===== src/rtl/nv_rr_pipe_mux_if.sv =====
// Handshake bundle for nv_rr_pipe_mux: NUM request channels in, one registered beat out.
// The master drives requests and out_ready; the slave (the mux) drives grants and the output beat.
interface nv_rr_pipe_mux_if #(
    parameter int WIDTH = 32,
    parameter int NUM   = 4,
    parameter int SEL_W = $clog2(NUM)
);
    logic [NUM-1:0]       in_valid;
    logic [NUM-1:0]       in_ready;
    logic [NUM*WIDTH-1:0] in_pd;
    logic                 out_valid;
    logic                 out_ready;
    logic [WIDTH-1:0]     out_pd;
    logic [SEL_W-1:0]     out_sel;

    modport master (
        output in_valid, in_pd, out_ready,
        input  in_ready, out_valid, out_pd, out_sel
    );

    modport slave (
        input  in_valid, in_pd, out_ready,
        output in_ready, out_valid, out_pd, out_sel
    );
endinterface


===== src/rtl/nv_rr_pipe_mux.sv =====
// N-to-1 arbitrating mux feeding a single-entry pipe register.
// MODE 0 rotates priority after each accepted beat; MODE 1 is fixed lowest-index priority.
module nv_rr_pipe_mux #(
    parameter int WIDTH = 32,
    parameter int NUM   = 4,
    parameter int MODE  = 0
) (
    input  logic            nvdla_core_clk,
    input  logic            nvdla_core_rstn,
    nv_rr_pipe_mux_if.slave bus
);
    localparam int SEL_W = $clog2(NUM);

    logic             vld_p0;
    logic [WIDTH-1:0] pd_p0;
    logic [SEL_W-1:0] sel_p0;
    logic [SEL_W-1:0] ptr;

    logic             load_en;
    logic             xfer;
    logic [SEL_W:0]   gnt;
    logic             gnt_found;
    logic [SEL_W-1:0] gnt_idx;
    logic [SEL_W-1:0] gnt_start;
    logic [WIDTH-1:0] gnt_pd;

    // Walk the channels from 'start' upward with modulo-NUM wrap; the first requester wins.
    // Scanning from the far end lets the nearest hit overwrite, so no break is needed.
    function automatic logic [SEL_W:0] rr_pick(input logic [NUM-1:0] req,
                                               input logic [SEL_W-1:0] start);
        logic [SEL_W:0]   res;
        logic [SEL_W-1:0] sidx;
        int               idx;
        res = '0;
        for (int k = NUM - 1; k >= 0; k--) begin
            idx = int'(start) + k;
            if (idx >= NUM) begin
                idx = idx - NUM;
            end
            sidx = idx[SEL_W-1:0];
            if (req[sidx]) begin
                res = {1'b1, sidx};
            end
        end
        return res;
    endfunction

    assign gnt_start = (MODE == 0) ? ptr : '0;
    assign gnt       = rr_pick(bus.in_valid, gnt_start);
    assign gnt_found = gnt[SEL_W];
    assign gnt_idx   = gnt[SEL_W-1:0];

    // A stalled full register blocks every grant; reset also blocks them.
    assign load_en = !vld_p0 || bus.out_ready;
    assign xfer    = load_en && gnt_found && nvdla_core_rstn;

    assign bus.in_ready = xfer ? (NUM'(1) << gnt_idx) : '0;

    always_comb begin
        gnt_pd = '0;
        for (int i = 0; i < NUM; i++) begin
            if (gnt_idx == SEL_W'(i)) begin
                gnt_pd = bus.in_pd[i*WIDTH +: WIDTH];
            end
        end
    end

    // Stage p0: output pipe register
    always_ff @(posedge nvdla_core_clk or negedge nvdla_core_rstn) begin
        if (!nvdla_core_rstn) begin
            vld_p0 <= 1'b0;
            pd_p0  <= '0;
            sel_p0 <= '0;
        end else if (xfer) begin
            vld_p0 <= 1'b1;
            pd_p0  <= gnt_pd;
            sel_p0 <= gnt_idx;
        end else if (bus.out_ready) begin
            vld_p0 <= 1'b0;
        end
    end

    always_ff @(posedge nvdla_core_clk or negedge nvdla_core_rstn) begin
        if (!nvdla_core_rstn) begin
            ptr <= '0;
        end else if (xfer && (MODE == 0)) begin
            ptr <= (gnt_idx == SEL_W'(NUM - 1)) ? '0 : gnt_idx + 1'b1;
        end
    end

    assign bus.out_valid = vld_p0;
    assign bus.out_pd    = pd_p0;
    assign bus.out_sel   = sel_p0;
endmodule

===== src/flat_wrapper.sv =====
// flat-port wrapper written by rule: the top's interface ports become plain ports
module nv_rr_pipe_mux_flat 
#(
    parameter int WIDTH = 32,
    parameter int NUM   = 4,
    parameter int MODE  = 0
)
  (nvdla_core_clk, nvdla_core_rstn, bus_in_valid, bus_in_pd, bus_out_ready, bus_in_ready, bus_out_valid, bus_out_pd, bus_out_sel);
  nv_rr_pipe_mux_if #(.WIDTH(WIDTH), .NUM(NUM)) bus_i ();
  input  logic nvdla_core_clk;
  input  logic nvdla_core_rstn;
  input wire logic [$bits(bus_i.in_valid)-1:0] bus_in_valid;
  input wire logic [$bits(bus_i.in_pd)-1:0] bus_in_pd;
  input wire logic [$bits(bus_i.out_ready)-1:0] bus_out_ready;
  output wire logic [$bits(bus_i.in_ready)-1:0] bus_in_ready;
  output wire logic [$bits(bus_i.out_valid)-1:0] bus_out_valid;
  output wire logic [$bits(bus_i.out_pd)-1:0] bus_out_pd;
  output wire logic [$bits(bus_i.out_sel)-1:0] bus_out_sel;
  assign bus_i.in_valid = bus_in_valid;
  assign bus_i.in_pd = bus_in_pd;
  assign bus_i.out_ready = bus_out_ready;
  assign bus_in_ready = bus_i.in_ready;
  assign bus_out_valid = bus_i.out_valid;
  assign bus_out_pd = bus_i.out_pd;
  assign bus_out_sel = bus_i.out_sel;
  nv_rr_pipe_mux #(.WIDTH(WIDTH), .NUM(NUM), .MODE(MODE)) u_core (.nvdla_core_clk(nvdla_core_clk), .nvdla_core_rstn(nvdla_core_rstn), .bus(bus_i));
endmodule

===== config.mk =====
export PLATFORM = sky130hd
export DESIGN_NAME = nv_rr_pipe_mux_flat
export DESIGN_NICKNAME = d
export VERILOG_FILES = /design/src/rtl/nv_rr_pipe_mux_if.sv /design/src/rtl/nv_rr_pipe_mux.sv /design/src/flat_wrapper.sv
export SDC_FILE = /design/constraint.sdc
export NUM_CORES = 1
export LEC_CHECK = 0
export ABC_CLOCK_PERIOD_IN_PS = 3400
export CORE_ASPECT_RATIO = 0.5
export CORE_MARGIN = 2
export CORE_UTILIZATION = 33
export DETAILED_ROUTE_END_ITERATION = 8
export MAX_ROUTING_LAYER = met4
export PLACE_DENSITY = 0.76
export SLEW_MARGIN = 20
export SYNTH_ARGS = -nofsm -noshare
export SYNTH_HDL_FRONTEND = slang
export SYNTH_SLANG_ARGS = --single-unit

===== constraint.sdc =====
create_clock -name nvdla_core_clk -period 3.4 [get_ports nvdla_core_clk]
set_clock_uncertainty 0.05 [all_clocks]
set_input_delay 1.02 -clock nvdla_core_clk [delete_from_list [all_inputs] [get_ports nvdla_core_clk]]
set_output_delay 1.02 -clock nvdla_core_clk [all_outputs]
set_load 0.005 [all_outputs]

# Word-level counts from Yosys, hierarchy flattened
# Cells that the tools add are included.
dict set report totals {
  elab_cells 54
  register_bits 37
  inputBits 135
  out_inout_bits 39
}
dict set report op_classes {
  n_reduce_logical 6
  n_addsub 8
  shift 1
  eq_ne 3
  n_mux 24
  order_cmp 8
}
# operator n
set ops {}
lappend ops {{32-bit two-way mux} 4}
lappend ops {{2-bit by 3-bit less-than comparator with 1-bit output, second input constant} 4}
lappend ops {{3-bit two-way mux} 4}
lappend ops {{2-bit two-way mux} 5}
lappend ops {{3-bit greater-or-equal comparator, second input constant} 3}
lappend ops {{1-bit binary-select mux with 2-bit select} 4}
lappend ops {{2-bit by 1-bit subtractor with 2-bit output, second input constant} 4}
lappend ops {{2-bit by 2-bit adder with 3-bit output, second input constant} 2}
lappend ops {{1-bit two-way mux} 6}
lappend ops {{2-bit equality test, second input constant} 2}
lappend ops {{4-bit two-way mux} 1}
lappend ops {{1-bit by 2-bit << shifter with 4-bit output, first input constant} 1}
lappend ops {{2-bit by 1-bit adder with 3-bit output, second input constant} 1}
lappend ops {{2-bit by 3-bit greater-or-equal comparator with 1-bit output, second input constant} 1}
lappend ops {{2-bit by 1-bit adder with 2-bit output, second input constant} 1}
lappend ops {{2-bit by 1-bit equality test with 1-bit output, second input constant} 1}
lappend ops {{1-bit logical AND} 2}
lappend ops {{2-bit zero test} 1}
lappend ops {{2-bit nonzero test} 1}
lappend ops {{1-bit zero test} 1}
lappend ops {{1-bit logical OR} 1}

# Logic depth before layout (Yosys ltp)
# Gate-level depths: netlist (run 1).
dict set report logic_depth {
  word_depth 14
  ltp_mapped 9
  mapped_depth_nobuf 7
}

# Worst setup path after synthesis (run 1)
# No wires, ideal clock.
dict set report synth_timing {
  path_kind {in2out}
  start {input bus_in_valid[0]}
  end {output bus_in_ready[3]}
  path_buffers 2
  stages 7
  t_required_ns 2.330
  setup_slack_ns -0.148
  t_arrival_ns 2.478
  path_cell_list {nor3b_1 nor3_1 and2_1 ha_1 clkbuf_1 clkbuf_1 and3_1}
}
dict set report synth_between {
  elab_cells_between_ends 16
  cone_classes {1 x shift; 13 x mux; 2 x reduce/logical}
}
# item line_no
set synth_rtl {}
lappend synth_rtl {{start: declaration} flat_wrapper.sv:12} ;# input wire logic [$bits(bus_i.in_valid)-1:0] bus_in_valid;
lappend synth_rtl {{1-bit binary-select mux with 2-bit select} nv_rr_pipe_mux.sv:41} ;# if (req[sidx]) begin
lappend synth_rtl {{1-bit two-way mux (not written as such)} nv_rr_pipe_mux.sv:41}
lappend synth_rtl {{3-bit two-way mux (3 in a row)} nv_rr_pipe_mux.sv:41}
lappend synth_rtl {{3-bit two-way mux *} nv_rr_pipe_mux.sv:41}
lappend synth_rtl {{net u_core.gnt[1]} nv_rr_pipe_mux.sv:21} ;# logic [SEL_W:0] gnt;
lappend synth_rtl {{1-bit by 2-bit << shifter with 4-bit output *} nv_rr_pipe_mux.sv:57} ;# assign bus.in_ready = xfer ? (NUM'(1) << gnt_idx) : '0;
lappend synth_rtl {{4-bit two-way mux *} nv_rr_pipe_mux.sv:57}
lappend synth_rtl {{end: declaration} flat_wrapper.sv:15} ;# output wire logic [$bits(bus_i.in_ready)-1:0] bus_in_ready;
# Mark *: on every way through the listed nets, which the timed path passes. The rest lies on a longest branch. The select of a mux whose other input is x is not followed.

# Worst setup path after layout (run 1)
dict set report layout_timing {
  start {input bus_in_valid[3]}
  end {output bus_in_ready[2]}
}
# The elaborated chain is that of the path after synthesis.

==> metrics.csv, run 1 <==
stage,metric,value,unit
finish,ANT cells,0,
synth,Cells after Synth,333,
placement,Post-DP HPWL,7.156,mm
global_routing,GRT overflow,0,
setup_path,RR Startpoint,u_core.gnt_start[1],
synth,top cell type's share of synthesized area,34.66,%
finish,Multi-input gate area,1544,um2
floorplanning,Top Ports,174,
floorplanning,Die W,131.2,um
floorplanning,DIE AREA,8874,um2
run_status,outcome,finished with violations,
pwr,PwrDens,606.8,nW/um2
global_routing,initial antenna violation count,0,
synth,synth unique cells,27,
drt,DR DRC count,0,
synth,synthesized area,2671,um2
run,maxcap violations,0,
synth,syn_nets,472,
drt,Vias,3179,
clock_network,CTS Root Cell,clkbuf_16,
finish,Fill cells,684,
synth,largest family of logic cells by synthesized area,compound AO/OA/AOI/OAI gates,
synth,sequential share of the synthesized area,34.66,%
sta,Period minus WS final,3.412,ns
synth,synthesized-area fraction occupied by adder cells,1.874,%
sta,crit share post-route,100.3,%
clock_network,H-tree depth,2,
finish,fraction of layout cells with a size suffix above 1,10.96,%
finish,FF+latch area,925.9,um2
clock_network,CTS tree,yes,
clock_network,CTS Buf Count,5,
drt,DRT Pass-1 Iters,5,
setup_path,Critical Path Source Type,input port,
min_path,hold path startpoint,u_core.bus.out_valid,
sta,setup ws final,-0.01182,ns
min_path,HP Class,reg -> reg,
synth,XOR/XNOR Fraction of Synth Area,0,%
setup_path,CP Max Fanout,3,
clock_network,Worst-path clk slew,0.06,ns
clock_network,Clock Sink Count,37,
pwr,Leak,1.922,nW
drt,Detailed Route Iter0 Violations,252,
sta,Slew Limit Fails,0,
sta,Setup TNS,-0.01721,ns
clock_network,cts hold-fix bufs,0,
floorplanning,die outline height,67.62,um
floorplanning,Site Rows,23,
setup_path,CP endpoint kind,output port,
synth,fraction of registers with async set/reset,100.0,%
global_routing,total global routing track utilization,21.89,%
synth,multiplexer share of the synthesized area,0.9368,%
placement,Final GP Congestion,0.8046,
synth,Yosys warning count,0,
placement,port bufs,173,
setup_path,Worst EP required,2.33,ns
pwr,total power,2.922,mW
sta,worst slew pin tran,0.6616,ns
sta,Fin. Hold Viols,0,
sta,maximum clock rate,293.1,MHz
floorplanning,Initial Util,33.75,%
synth,simple-gate portion of the synthesized area,17.10,%
synth,Compound-Gate Fraction of Synth Area,34.57,%
setup_path,critical path class,in -> out,
synth,top post-synthesis cells by count,"a21oi_1 (66), dfrtp_1 (37), nand2_1 (36), a31oi_1 (33), inv_1 (33)",
finish,synth-to-layout area growth,80.28,%
global_routing,first-pass GRT wire length,15.04,mm
floorplanning,Core Box Area,7914,um2
drt,DR vias/cell,5.178,
setup_path,crit path from,bus_in_valid[3],
clock_network,maximum clock path buffer count,2,
run_status,failing checks,setup timing,
global_routing,pin count of the biggest net entering global routing,65,
global_routing,vias in the first global route,2872,
synth,"count leader, synth",a21oi_1,
sta,Setup-failing EPs final,2,
placement,Placed Cells,599,
finish,fin cells,614,
clock_network,"Clk Latency, worst-skew pair",0.28,ns
synth,register bit total from synthesis,37,
drt,Antenna Nets Post-Route,0,
setup_path,crit path DAT,2.34,ns
synth,Synth Area per Inst,8.022,um2
synth,"top cells by area, synth","dfrtp_1 (35%), a21oi_1 (12%), a221o_1 (12%), nand3b_1 (9.0%), a31oi_1 (7.7%)",
synth,"area leader, netlist",dfrtp_1,
pwr,VDD IR-drop max,0.3075,mV
synth,number of enable flip-flop cells after synthesis,0,
drt,WL per Instance,16.85,um
synth,main flop type after synthesis,dfrtp_1,
drt,drt total wl,10.35,mm
finish,NumNets Final,640,
sta,Max transition margin,55.90,%
power breakdown:
group / internal [mW] / switching [mW] / leakage (nW)
clock: 0.366 / 0.183 / 0.0831
combinational: 0.910 / 0.736 / 1.42
sequential: 0.616 / 0.111 / 0.423
total: 1.89 / 1.03 / 1.92
final timing paths:
path | to | slack, ns | cells past startpoint
max in group asynchronous | u_core.bus.out_pd[26] | 2.15 | 2
setup reg to reg | u_core.bus.out_pd[9] | 0.83 | 9
min in group asynchronous | u_core.bus.out_pd[10] | 0.80 | 2
hold / removal | u_core.bus.out_valid | 0.45 | 1
setup / recovery | bus_in_ready[2] | -0.01 | 8
hold reg to reg | u_core.bus.out_valid | 0.45 | 1
critical path, cell delays in order:
cell	delay, ns
clkdlybuf4s15_1	0.21
nand4b_1	0.22
o21a_1	0.18
buf_4	0.15
and2_4	0.15
ha_4	0.16
and3_1	0.13
buf_2	0.13
registers in the layout, indices dropped and copies added, names as in the netlist:
register and cells:
u_core.bus.out_pd 32, u_core.bus.out_sel 2, u_core.gnt_start 2, u_core.bus.out_valid 1
per-layer routing:
metal / GRT usage, % / wire [um] / vias up / share of wire (%)
met5: - / 0 / - / 0
met3: 2.553 / 323 / 12 / 3.1
met1: 27.00 / 4477 / 1534 / 43
met2: 39.80 / 5402 / 75 / 52
met4: 4.620 / 142 / 0 / 1.4
li1: - / - / 1558 / -
what timing repair did:
action / in CTS / in global routing
setup buffers: 7 / 0
resized for setup: 30 / 12
pin swaps: 7 / 0
setup endpoints to repair: 4 / 4
per-stage QoR:
step	hold WS, ns	instance area [um2]	util [%]	worst slack (ns)
floorplan	0.4469	2675	-	0.02518
global placement	0.4360	4514	57.04	-0.6166
detailed placement	0.4440	4514	57.04	-0.6388
CTS	0.4573	4782	60.43	0.001686
global route	0.4855	4816	60.85	-0.02791
finish	0.4542	4816	60.85	-0.01182
placed cells by master, fill, tap and decap left out, types with 2 or more instances in the layout:
cell and n:
and2_4 2, ha_4 4, clkbuf_16 5, clkdlybuf4s50_1 164
nand2_1 34, buf_4 22, clkbuf_2 2, a21o_1 2
inv_1 33, a31oi_1 33, nand3b_1 32, a21oi_1 65
buf_6 4, buf_2 3, and3_1 2, and3_4 2
a21boi_0 2, a31o_2 2, dfrtp_1 37, a221o_1 32
clkdlybuf4s15_1 2
final cells by class:
cell class / instances / area share (%)
timing repair buffer: 198 / 39.57
clock buffer: 6 / 2.884
clock inverter: 2 / 0.7794
tap: 112 / 2.910
multi-input combinational: 226 / 32.06
inverter: 33 / 2.572
sequential: 37 / 19.23
kinds of logic after synthesis:
family                   count (synthesis)
AO/OA/AOI/OAI                          139
buffers and inverters                   70
adder cells (fa/ha/maj)                  4
multiplexers                             2
AND/OR/NAND/NOR                         81
flip-flops                              37
Note: power is estimated with default switching activity, not from simulation.
==> inputs of run 2 (changes only) <==
--- a/config.mk
+++ b/config.mk
@@ -12,6 +12,8 @@
 export DETAILED_ROUTE_END_ITERATION = 8
 export MAX_ROUTING_LAYER = met4
 export PLACE_DENSITY = 0.76
+export REMOVE_ABC_BUFFERS = 1
+export SKIP_LAST_GASP = 1
 export SLEW_MARGIN = 20
 export SYNTH_ARGS = -nofsm -noshare
 export SYNTH_HDL_FRONTEND = slang
==> run 2 against run 1 <==
Effect of this change: the flow now finishes without violations; largest cell class unchanged; worst setup slack better by 0.091 ns; largest power group unchanged; die area is the same; first-iteration DRC count decreased by 13%.
==> metrics.csv, run 2 (same netlist as run 1, synthesis figures left out) <==
stage,metric,value,unit,change
floorplanning,Initial Util,33.75,%,unchanged
min_path,WHS Path Cells,1,,unchanged
drt,Detailed Route Iter0 Violations,218,,-13%
floorplanning,Site Rows,23,,unchanged
sta,setup ws final,0.07887,ns,+0.09069 ns
placement,Place WS,-0.6687,ns,-0.02995 ns
sta,worst hold slack,0.4574,ns,+0.003247 ns
sta,Period minus WS final,3.321,ns,-0.09069 ns
sta,Max transition margin,55.84,%,-0.058 points
global_routing,first-pass GRT wire length,15.06,mm,+0.18%
sta,Fin. Hold Viols,0,,unchanged
clock_network,Clock Sink Count,37,,unchanged
setup_path,CP Max Fanout,6,,+3
sta,unrepaired setup endpoints after global routing,no,,
sta,crit share post-route,97.68,%,-2.7 points
setup_path,crit path DAT,2.25,ns,-0.09 ns
floorplanning,DIE AREA,8874,um2,unchanged
setup_path,critical path class,in -> out,,
pwr,Leak,1.901,nW,-1.1%
setup_path,R2R Setup Slk,0.84,ns,about the same
global_routing,total global routing track utilization,21.97,%,+0.080 points
placement,Post-DP HPWL,7.001,mm,-2.2%
pwr,VDD IR-drop max,0.3190,mV,+3.8%
placement,placed cell area,4507,um2,-0.17%
floorplanning,Top Ports,174,,unchanged
setup_path,CP endpoint kind,output port,,
sta,worst slew pin tran,0.6624,ns,+0.0008632 ns
drt,Vias,3169,,-0.31%
global_routing,initial antenna violation count,0,,unchanged
clock_network,H-tree depth,2,,unchanged
clock_network,CTS Buf Count,5,,unchanged
clock_network,maximum clock path buffer count,2,,unchanged
finish,ANT cells,0,,unchanged
drt,DR DRC count,0,,unchanged
min_path,Worst Hold Path EP,u_core.bus.out_valid,,
placement,port bufs,173,,unchanged
finish,Fill cells,712,,+4.1%
drt,DRT Pass-1 Iters,5,,unchanged
setup_path,Critical Path Source Type,input port,,
global_routing,pin count of the biggest net entering global routing,65,,unchanged
floorplanning,die outline height,67.62,um,unchanged
setup_path,RR Endpoint,u_core.bus.out_pd[25],,
floorplanning,Die W,131.2,um,unchanged
min_path,HP Class,reg -> reg,,
run,maxcap violations,0,,unchanged
drt,DR vias/cell,5.195,,+0.34%
clock_network,cts hold-fix bufs,0,,unchanged
sta,maximum clock rate,301.1,MHz,+2.7%
min_path,hold path startpoint,u_core.bus.out_valid,,
finish,"Design Area, Final",4747,um2,-1.4%
setup_path,RR Startpoint,u_core.gnt_start[1],,
pwr,PwrDens,602.3,nW/um2,-0.75%
placement,Final GP Congestion,0.7991,,-0.68%
floorplanning,Core Box Area,7914,um2,unchanged
finish,most frequent cells in the layout,"clkdlybuf4s50_1 (164), a21oi_1 (65), dfrtp_1 (37)",,
drt,drt total wl,9.997,mm,-3.4%
drt,Antenna Nets Post-Route,0,,unchanged
setup_path,Worst EP required,2.33,ns,about the same
finish,synth-to-layout area growth,77.70,%,
sta,Setup-failing EPs final,0,,-2
finish,fraction of layout cells with a size suffix above 1,10.44,%,-0.51 points
global_routing,vias in the first global route,2909,,+1.3%
clock_network,"Clk Latency, worst-skew pair",0.28,ns,about the same
run_status,outcome,completed,,
finish,Largest register FFs,32,,unchanged
clock_network,CTS Root Cell,clkbuf_16,,
sta,Slew Limit Fails,0,,unchanged
drt,WL per Instance,16.39,um,-2.7%
clock_network,CTS tree,yes,,
finish,"most common cell after layout, fill and taps aside",clkdlybuf4s50_1,,
clock_network,Worst-path clk slew,0.05,ns,about the same
finish,NumNets Final,636,,-0.63%
global_routing,GRT overflow,0,,unchanged
setup_path,Reg2Reg Depth,9,,unchanged
==> run 2: cell types whose count changed in the layout (fill, tap and decap cells not counted), moves of 2 or more <==
| cell | before | now |
|---|---|---|
| buf_4 | 22 | 18 |
| clkdlybuf4s15_1 | 2 | 0 |
| ha_2 | 0 | 2 |
| ha_4 | 4 | 2 |
==> run 2: report_power, final <==
part | leakage (nW) | internal, mW | switching [mW] | total (mW)
logic | 1.40 | 0.912 | 0.738 | 1.65
registers | 0.423 | 0.616 | 0.108 | 0.724
clock network | 0.0799 | 0.310 | 0.175 | 0.485
==> run 2: critical path: stages <==
cell	delay, ns
dlygate4sd2_1	0.24
buf_4	0.14
o41a_1	0.49
and3_1	0.22
buf_2	0.13
==> run 2: layout make-up <==
| type | count | area (um2) | share of cell area, % |
|---|---|---|---|
| timing repair buffer | 194 | 1872 | 39.43 |
| clock inverter | 1 | 5.005 | 0.1054 |
| clock buffer | 7 | 152.6 | 3.216 |
| tap | 112 | 140.1 | 2.952 |
| inverter | 33 | 123.9 | 2.609 |
| multi-input combinational | 226 | 1528 | 32.18 |
| sequential | 37 | 925.9 | 19.50 |
==> run 2: worst max path at each step <==
stage,startpoint,to,slack [ns]
after floorplan,bus_in_valid[0],bus_in_ready[2],-0.76
after global placement,bus_in_valid[1],bus_in_ready[2],-0.67
after detailed placement,bus_in_valid[1],bus_in_ready[2],-0.67
after CTS,bus_in_valid[0],bus_in_ready[2],-0.03
after global routing,bus_in_valid[2],bus_in_ready[0],0.04
final,bus_in_valid[2],bus_in_ready[0],0.08
==> run 2: routing by layer <==
layer / share of wire, % / track usage [%] / vias to the layer above
met5: 0 / - / -
met4: 2.8 / 8.152 / 0
met3: 3.8 / 4.204 / 24
met2: 52 / 38.55 / 83
met1: 41 / 25.90 / 1507
li1: - / - / 1555
==> run 2: what timing repair did <==
| action | 4_1_cts | 5_1_grt |
|---|---|---|
| setup endpoints to repair | 4 | 4 |
| setup buffers | 4 | 0 |
| pin swaps | 7 | 2 |
| gates resized for setup | 35 | 9 |
==> run 2: stage by stage <==
step | total power [mW] | instances | setup TNS (ns) | utilization, %
2_1_floorplan | 1.523 | 296 | -3.933 | -
3_3_place_gp | 2.288 | 598 | -8.199 | 56.95
3_5_place_dp | 2.310 | 598 | -9.161 | 56.95
4_1_cts | 2.865 | 610 | -0.02537 | 59.91
5_1_grt | 3.038 | 610 | 0 | 59.98
6_report | 2.859 | 610 | 0 | 59.98
